==> config.mk <==
export PLATFORM = sky130hd
export DESIGN_NAME = collision_event_handler
export DESIGN_NICKNAME = d
export VERILOG_FILES = /design/src/rtl/collision_event_handler.sv
export SDC_FILE = /design/constraint.sdc
export NUM_CORES = 1
export LEC_CHECK = 0
export BUFFER_PORTS_ARGS = -buffer_cell sky130_fd_sc_hd__buf_2
export CORE_UTILIZATION = 42
export CTS_BUF_LIST = sky130_fd_sc_hd__clkbuf_8 sky130_fd_sc_hd__clkbuf_16
export DETAILED_ROUTE_END_ITERATION = 16
export GPL_ROUTABILITY_DRIVEN = 0
export PLACE_DENSITY_LB_ADDON = 0.3
export SLEW_MARGIN = 0
export SYNTH_ARGS = -nofsm -noshare
export SYNTH_HDL_FRONTEND = slang
export SYNTH_SLANG_ARGS = --single-unit
==> constraint.sdc <==
create_clock -name clk -period 2.21 [get_ports clk]
set_clock_uncertainty 0.1 [all_clocks]
set_input_delay 0.442 -clock clk [delete_from_list [all_inputs] [get_ports clk]]
set_output_delay 0.442 -clock clk [all_outputs]
set_load 0.005 [all_outputs]
==> src/rtl/collision_event_handler.sv <==
// Collision event handler: per-frame collision latching,
// one-shot kill pulses and the player-life state machine.
module collision_event_handler #(
  parameter int INIT_LIVES    = 3,
  parameter int FREEZE_FRAMES = 30
) (
  input  logic       clk,
  input  logic       resetN,
  input  logic       startOfFrame,
  input  logic       start_game,
  input  logic       collision,
  input  logic       collisionBanana,
  input  logic       drawing_request_spaceship,
  output logic       projectile_kill,
  output logic       banana_kill,
  output logic       ship_hit,
  output logic [2:0] lives,
  output logic       freeze,
  output logic       game_over,
  output logic       playing
);

  localparam logic [1:0] ST_IDLE   = 2'd0;
  localparam logic [1:0] ST_PLAY   = 2'd1;
  localparam logic [1:0] ST_FREEZE = 2'd2;
  localparam logic [1:0] ST_OVER   = 2'd3;

  localparam logic [2:0] INIT_L = 3'(INIT_LIVES);
  localparam logic [7:0] FRZ_L  = 8'(FREEZE_FRAMES);

  logic [1:0] state;
  logic [7:0] frz_cnt;
  logic       proj_l;
  logic       ban_l;
  logic       ship_l;
  logic       active;
  logic       commit;
  logic       hit_now;
  logic       ship_px;

  assign active  = (state == ST_PLAY) || (state == ST_FREEZE);
  assign commit  = active && startOfFrame;
  assign ship_px = collisionBanana && drawing_request_spaceship;
  assign hit_now = commit && (state == ST_PLAY)
                && ship_l && (lives != 3'd0);

  assign freeze    = (state == ST_FREEZE);
  assign game_over = (state == ST_OVER);
  assign playing   = active;

  // Sticky frame latches; restart from this cycle's hits at commit
  always_ff @(posedge clk or negedge resetN) begin
    if (!resetN) begin
      proj_l <= 1'b0;
      ban_l  <= 1'b0;
      ship_l <= 1'b0;
    end else if (!active) begin
      proj_l <= 1'b0;
      ban_l  <= 1'b0;
      ship_l <= 1'b0;
    end else if (startOfFrame) begin
      proj_l <= collision;
      ban_l  <= collisionBanana;
      ship_l <= ship_px;
    end else begin
      proj_l <= proj_l | collision;
      ban_l  <= ban_l | collisionBanana;
      ship_l <= ship_l | ship_px;
    end
  end

  // Single-cycle event pulses one cycle after the commit
  always_ff @(posedge clk or negedge resetN) begin
    if (!resetN) begin
      projectile_kill <= 1'b0;
      banana_kill     <= 1'b0;
      ship_hit        <= 1'b0;
    end else begin
      projectile_kill <= commit && proj_l;
      banana_kill     <= commit && ban_l;
      ship_hit        <= hit_now;
    end
  end

  // Life state machine: lives, freeze window, game over
  always_ff @(posedge clk or negedge resetN) begin
    if (!resetN) begin
      state   <= ST_IDLE;
      lives   <= 3'd0;
      frz_cnt <= 8'd0;
    end else begin
      unique case (state)
        ST_IDLE, ST_OVER: begin
          if (start_game) begin
            state <= ST_PLAY;
            lives <= INIT_L;
          end
        end
        ST_PLAY: begin
          if (hit_now) begin
            lives <= lives - 3'd1;
            if (lives == 3'd1) begin
              state <= ST_OVER;
            end else begin
              state   <= ST_FREEZE;
              frz_cnt <= FRZ_L;
            end
          end
        end
        ST_FREEZE: begin
          if (startOfFrame) begin
            frz_cnt <= frz_cnt - 8'd1;
            if (frz_cnt == 8'd1) begin
              state <= ST_PLAY;
            end
          end
        end
        default: state <= ST_IDLE;
      endcase
    end
  end

endmodule

==> results of run 1 <==
path summary, 6_finish.rpt:
check                      slack (ns)  cells after the start         end
setup / recovery                 0.02                      4    state[1]
min in group clk                 0.32                      3       ban_l
max in group asynchronous        1.69                      1    lives[0]
setup reg to reg                 0.02                      4    state[1]
hold reg to reg                  0.44                      2       ban_l
hold / removal                   0.01                      1  frz_cnt[5]
critical path, cell delays in order, from the launching register on:
cell	delay, ns
dfrtp_1	0.38
or4_4	0.54
or4_4	0.44
a221oi_4	0.29
mux2_4	0.32
registers in the layout (all words and copies together) (netlist names):
name	count
ban_l	1
banana_kill	1
frz_cnt	8
lives	3
proj_l	1
projectile_kill	1
ship_hit	1
ship_l	1
state	2
placed cells by master (no fill, tap or decap), types with 2 or more instances in the layout:
cell      instances
dfrtp_1          19
buf_2            15
inv_1            11
nor2_1           10
buf_4            10
ha_1              8
nand2_1           7
a21oi_1           7
o21ai_1           5
and3_1            4
nand3_1           4
nor3_1            4
a31oi_1           4
or3_1             3
clkbuf_8          3
nor2b_1           2
a22oi_1           2
o21ai_0           2
or4_4             2
mux2i_1           2
nor4_1            2
layer usage:
layer	GRT usage [%]	wire length (um)	up-vias
met4	11.84	63	0
met3	2.874	42	7
met1	23.91	1071	445
li1	-	-	465
met2	35.65	1189	14
met5	0	0	-
power breakdown:
part	switching (mW)	internal, mW
sequential	0.106	0.483
combinational	0.457	0.422
clock	0.116	0.124
total	0.679	1.03
area by class of cell:
cell class                 instances  area [um^2]
fill                             233         1132
multi-input combinational         84        576.8
clock inverter                     1        3.754
sequential                        19        475.5
timing repair buffer              25        150.1
inverter                          10        37.54
clock buffer                       3        41.29
tap                               30        37.54
kinds of logic (layout without fill, tap and decap cells):
kind of cell,Yosys count,count (layout),synth area share [%]
multiplexers,3,3,2.880
AO/OA/AOI/OAI,28,28,16.93
buffers and inverters,13,39,5.184
flip-flops,19,19,43.78
adder cells (fa/ha/maj),8,8,9.217
AND/OR/NAND/NOR,45,45,22.01
per-stage QoR:
stage,instance area [um^2],power [mW],cells,setup slack (ns)
5_1_grt,1323,1.843,172,-0.01672
2_1_floorplan,1086,1.078,116,0.03158
3_5_place_dp,1240,1.397,166,-0.01145
3_3_place_gp,1240,1.352,166,0.005781
6_report,1323,1.708,172,0.02065
4_1_cts,1292,1.655,171,0.007931
what timing repair did:
| action | CTS | global route |
|---|---|---|
| setup endpoints to repair | 1 | 1 |
| buffers inserted | 1 | 1 |
| pin swaps | 1 | 1 |
| resized for setup | 0 | 4 |
==> results.cfg, run 1 <==
[synth]
synth_flop_cell = dfrtp_1
synthArstFlopShare_pct = 100.0
yosysUniqueCellTypes = 36
syn_inst = 116
syn_nets = 131
netlist_top_cells_count = dfrtp_1 (19), inv_1 (10), nor2_1 (10), ha_1 (8)
synth.area.top_cells = dfrtp_1 (44%), ha_1 (9.2%), inv_1 (3.5%)
syn_area_um2 = 1086
yosysTopAreaCellShare_pct = 43.78
yosysSeqAreaShare_pct = 43.78
synth-seq-cells = 19
synth-edff-count = 0
syn_area_per_cell_um2 = 9.362
yosys_warnings = 0
yosys.area.top_type = dfrtp_1
synth.most_common_cell = dfrtp_1

[floorplanning]
die_y_um = 52.85
die_x_um = 52.85
core_area_um2 = 2455
io_pins = 16
initial_utilization_pct = 44.24
dieArea_um2 = 2793
placementRows = 18

[critical_path]
startpoint_type = flip-flop
critPathKind = flip-flop to flip-flop
cp_max_fo = 2
worstPathArrival_ns = 2.23
reg2reg_from = frz_cnt[5]
setup.worst_path.end_class = flip-flop
crit_start = frz_cnt[5]
cp.required_ns = 2.25

[detailed_routing]
routed_wirelength_mm = 2.367
via_count = 931
firstDrtPassIters = 4
drc = 0
drt_iter0_drc = 17
via_per_inst = 5.413
ant_nets = 0
routedWlPerCell_um = 13.76

[clocking]
path_clk_slew_ns = 0.07
cts-buffers-inserted = 3
hold_buffers = 0
clk_latency_ns = 0.26
cts_tree = yes
htreeDepth = 1
ctsRootBufferMaster = clkbuf_8
clock_path_buffers = 2
cts_sinks = 19

[layout]
fin_nets = 158
syn_to_final_growth_pct = 21.77
antenna-diode-count = 0
drive_above_1_share_pct = 23.24
final_core_util_pct = 53.87

[global_routing]
grt_start_max_net_pins = 20
grt_overflow = 0
antenna_found_initial = 0
grt_pass1_wl_mm = 4.112
grt_pass1_vias = 964
grtUsageTotal_pct = 20.56

[power]
ir_drop_uv = 777.5
power.density_nw_per_um2 = 1291
leakage_nw = 0.6549

[sta]
max_slew_margin_pct = 71.15
worst_pin_slew_ns = 0.4328
hold_ws_ns = 0.01452
min_period_ns = 2.189
slew_viol_final = 0
setup-tns-final_ns = 0
max_freq_mhz = 456.8
post-route-period-util_pct = 99.07
setup_viol = 0
hold_violations = 0

[status]
status = complete, no violations

[place]
io_buffers = 15
dpl.hpwl_mm = 1.770

[job]
max_cap_violations = 0

[min_path]
hold_class = primary input to asynchronous set/reset pin
(Power assumes the default switching activity.)
==> run 2: changes to the inputs <==
Settings changed: CORE_UTILIZATION 42 to 50, SKIP_CTS_REPAIR_TIMING set to 1.
Clock period 2.21 ns to 2.6 ns, I/O delays scaled along.
==> results.cfg, run 2 (synthesis gave the netlist of run 1 again) <==
[critical_path]
r2r_end = state[1]
crit_top_cell = or4_1
startpoint_type = flip-flop
cp_cell_sequence = or4_1, or4_1, a221oi_2, mux2_1
cp.required_ns = 2.64
slowest_delay_ns = 0.55
cp_max_fo = 4
reg2reg_from = frz_cnt[5]
critPathKind = flip-flop to flip-flop
worst_r2r_path_depth = 4
ff2ff_setup_slack_ns = 0.23
setup.worst_path.end_class = flip-flop
crit_slowest_cell = or4_1
critPathTopFamily = simple AND/OR/NAND/NOR gates
crit_buf_inv = 0
worstPathArrival_ns = 2.41

[sta]
setup-tns-final_ns = 0
hold_ws_ns = 0.08047
rsz0062_at_grt = false
min_period_ns = 2.371
max_freq_mhz = 421.8
worst_pin_slew_ns = 0.4400
setup_viol = 0
layout_setup_ws_ns = 0.2292
slew_viol_final = 0
post-route-period-util_pct = 91.19
hold_violations = 0
max_slew_margin_pct = 70.66

[layout]
syn_to_final_growth_pct = 13.25
drive_above_1_share_pct = 16.54
antenna-diode-count = 0
stdcell_count = 160
regMostFlops = frz_cnt
layout_common_cells = dfrtp_1 (19), buf_2 (15), inv_1 (10), nor2_1 (10), ha_1 (8)
design_area_um2 = 1230
fin_nets = 149
final_common_cell = dfrtp_1
top_regs = frz_cnt: 8 flops, lives: 3 flops, state: 2 flops
largest_reg_flops = 8

[clocking]
cts-buffers-inserted = 3
cts_tree = yes
path_clk_slew_ns = 0.07
ctsRootBufferMaster = clkbuf_8
clock_path_buffers = 2
clk_latency_ns = 0.25
htreeDepth = 1
cts_sinks = 19

[power]
leakage_nw = 0.5999
ir_drop_uv = 498.6
power.density_nw_per_um2 = 1050

[detailed_routing]
drc = 0
ant_nets = 0
routed_wirelength_mm = 2.163
routedWlPerCell_um = 13.52
via_per_inst = 5.763
drt_iter0_drc = 27
via_count = 922
firstDrtPassIters = 4

[place]
dp.cells = 156
io_buffers = 15
post-place-ws_ns = 0.2682
place_area_um2 = 1184
dpl.hpwl_mm = 1.568

[min_path]
hold_class = primary input to asynchronous set/reset pin

[floorplanning]
placementRows = 16
die_y_um = 48.61
dieArea_um2 = 2362
core_area_um2 = 2002
die_x_um = 48.61
initial_utilization_pct = 54.25
io_pins = 16

[global_routing]
grt_start_max_net_pins = 20
grt_pass1_wl_mm = 3.905
grt_util_met3_pct = 4.403
use_met1_pct = 27.64
grt_use_met2_pct = 35.42
grt_overflow = 0
grt_pass1_vias = 910
top_usage_layer = met2
antenna_found_initial = 0
grtUsageTotal_pct = 21.37

[status]
status = complete, no violations

[job]
max_cap_violations = 0
run 2: how the worst max path moves through the flow:
stage / from / to / slack, ns / depth (start not counted)
2_1_floorplan: frz_cnt[5] / state[1] / 0.37 / 4
3_3_place_gp: frz_cnt[5] / state[1] / 0.31 / 4
3_5_place_dp: frz_cnt[5] / state[1] / 0.27 / 4
4_1_cts: frz_cnt[5] / state[1] / 0.25 / 4
5_1_grt: frz_cnt[2] / state[1] / 0.16 / 4
6_report: frz_cnt[5] / state[1] / 0.23 / 4
run 2: layout make-up:
type	instances	area, um^2
Sequential cell	19	475.5
Clock inverter	1	5.005
Clock buffer	3	41.29
Fill cell	184	772.0
Timing Repair Buffer	16	82.58
Inverter	10	37.54
Tap cell	27	33.78
Multi-Input combinational cell	84	554.3
run 2: through the flow:
stage               power (mW)  utilization, %
global placement         1.057           59.13
finish                   1.292           61.44
global route             1.401           61.44
CTS                      1.293           61.44
floorplan               0.9168               -
detailed placement       1.088           59.13
run 2: worst reg2reg max path: stages (launching register included):
cell,delay (ns)
dfrtp_1,0.41
or4_1,0.55
or4_1,0.51
a221oi_2,0.32
mux2_1,0.36
run 2: power by group:
group	total (mW)	switching (mW)	internal, mW
Combinational	0.566	0.322	0.244
Clock	0.205	0.0987	0.107
Sequential	0.520	0.109	0.411
run 2: routing by layer:
metal	routed length, um	vias to the layer above
met5	0	-
met4	32	0
met1	1013	435
met2	1002	26
li1	-	454
met3	114	7
==> run 3: changes to the inputs <==
Settings changed: CTS_BUF_LIST sky130_fd_sc_hd__clkbuf_8 sky130_fd_sc_hd__clkbuf_16 to sky130_fd_sc_hd__clkbuf_16.
==> results.cfg, run 3 (synthesis gave the netlist of run 1 again) <==
[detailed_routing]
via_count = 918
drc = 0
drt_iter0_drc = 28
routed_wirelength_mm = 2.174
routedWlPerCell_um = 13.59
via_per_inst = 5.738
ant_nets = 0
firstDrtPassIters = 4

[power]
clkPwrFrac_pct = 22.8
p_int_uw = 862.4
p_switching_uw = 547.8
ir_drop_uv = 673.6
p_seq_share_pct = 37.2
power.density_nw_per_um2 = 1116
leakage_nw = 0.6153
switching_share_pct = 38.84
combPwrFrac_pct = 40.1

[critical_path]
crit_slowest_cell = or4_1
cp.required_ns = 2.63
slowest_delay_ns = 0.56
cp_max_fo = 4
critPathKind = flip-flop to flip-flop
setup.worst_path.end_class = flip-flop
worstPathArrival_ns = 2.41
critPathTopFamily = simple AND/OR/NAND/NOR gates
cp_cell_sequence = or4_1, or4_1, a221oi_2, mux2_1
crit_buf_inv = 0
startpoint_type = flip-flop
crit_top_cell = or4_1

[clocking]
htreeDepth = 1
cts_sinks = 19
clk_latency_ns = 0.25
path_clk_slew_ns = 0.05
ctsRootBufferMaster = clkbuf_16
clock_path_buffers = 2
cts-buffers-inserted = 3
cts_tree = yes

[sta]
worst_pin_slew_ns = 0.4375
max_freq_mhz = 421.1
post-route-period-util_pct = 91.34
slew_viol_final = 0
min_period_ns = 2.375
max_slew_margin_pct = 70.83
setup-tns-final_ns = 0
rsz0062_at_grt = false
hold_violations = 0
setup_viol = 0

[floorplanning]
core_area_um2 = 2002
io_pins = 16
die_y_um = 48.61
dieArea_um2 = 2362
die_x_um = 48.61
initial_utilization_pct = 54.25
placementRows = 16

[layout]
regMostFlops = frz_cnt
largest_reg_flops = 8
drive_above_1_share_pct = 16.54
top_regs = frz_cnt: 8 flops, lives: 3 flops, state: 2 flops
fin_nets = 149
design_area_um2 = 1264
layout_common_cells = dfrtp_1 (19), buf_2 (15), inv_1 (10), nor2_1 (10), ha_1 (8)
syn_to_final_growth_pct = 16.36
final_common_cell = dfrtp_1
antenna-diode-count = 0

[min_path]
hold_class = primary input to asynchronous set/reset pin

[global_routing]
grt_use_met2_pct = 35.88
grt_pass1_wl_mm = 3.939
grtUsageTotal_pct = 22.13
grt_pass1_vias = 894
use_met1_pct = 28.72
grt_util_met3_pct = 4.717
top_usage_layer = met2
grt_start_max_net_pins = 20
antenna_found_initial = 0
grt_overflow = 0

[place]
io_buffers = 15
dpl.hpwl_mm = 1.568
place_area_um2 = 1184

[status]
status = complete, no violations

[job]
max_cap_violations = 0
-- run 3: final timing paths --
check,from,to,slack [ns],depth (start not counted)
worst max-delay path,frz_cnt[5],state[1],0.23,4
worst min-delay path,resetN,frz_cnt[0],0.09,1
worst max register to register,frz_cnt[5],state[1],0.23,4
worst min register to register,proj_l,proj_l,0.41,2
max in group asynchronous,resetN,ban_l,2.03,1
min in group clk,collision,proj_l,0.38,3
-- run 3: stage by stage --
stage          hold WS [ns]  cells  setup WS, ns  utilization (%)  power (mW)
2_1_floorplan        0.1244    116        0.3692                -      0.9168
3_3_place_gp         0.3781    156        0.3104            59.13       1.057
3_5_place_dp         0.3790    156        0.2682            59.13       1.088
4_1_cts              0.1129    160        0.2357            63.13       1.411
5_1_grt              0.1385    160        0.1586            63.13       1.518
6_report            0.08746    160        0.2253            63.13       1.410
-- run 3: power groups by stage --
| stage | clock network, mW | registers [mW] | logic [mW] |
|---|---|---|---|
| 3_3_place_gp | 0 | 0.516 | 0.541 |
| 2_1_floorplan | 0 | 0.502 | 0.415 |
| 5_1_grt | 0.332 | 0.545 | 0.641 |
| 6_report | 0.321 | 0.524 | 0.565 |
| 3_5_place_dp | 0 | 0.523 | 0.565 |
| 4_1_cts | 0.320 | 0.524 | 0.568 |
-- run 3: final cells by class --
class / count / area (um^2)
clock inverter: 1 / 5.005
fill: 176 / 738.2
inverter: 10 / 37.54
sequential: 19 / 475.5
clock buffer: 3 / 75.07
tap: 27 / 33.78
timing repair buffer: 16 / 82.58
multi-input combinational: 84 / 554.3
-- run 3: per-layer routing --
metal / share of wire [%] / up-vias / wire length (um)
li1: - / 455 / -
met1: 48 / 430 / 1051
met2: 45 / 27 / 976
met3: 4.9 / 6 / 106
met4: 1.8 / 0 / 39
met5: 0 / - / 0
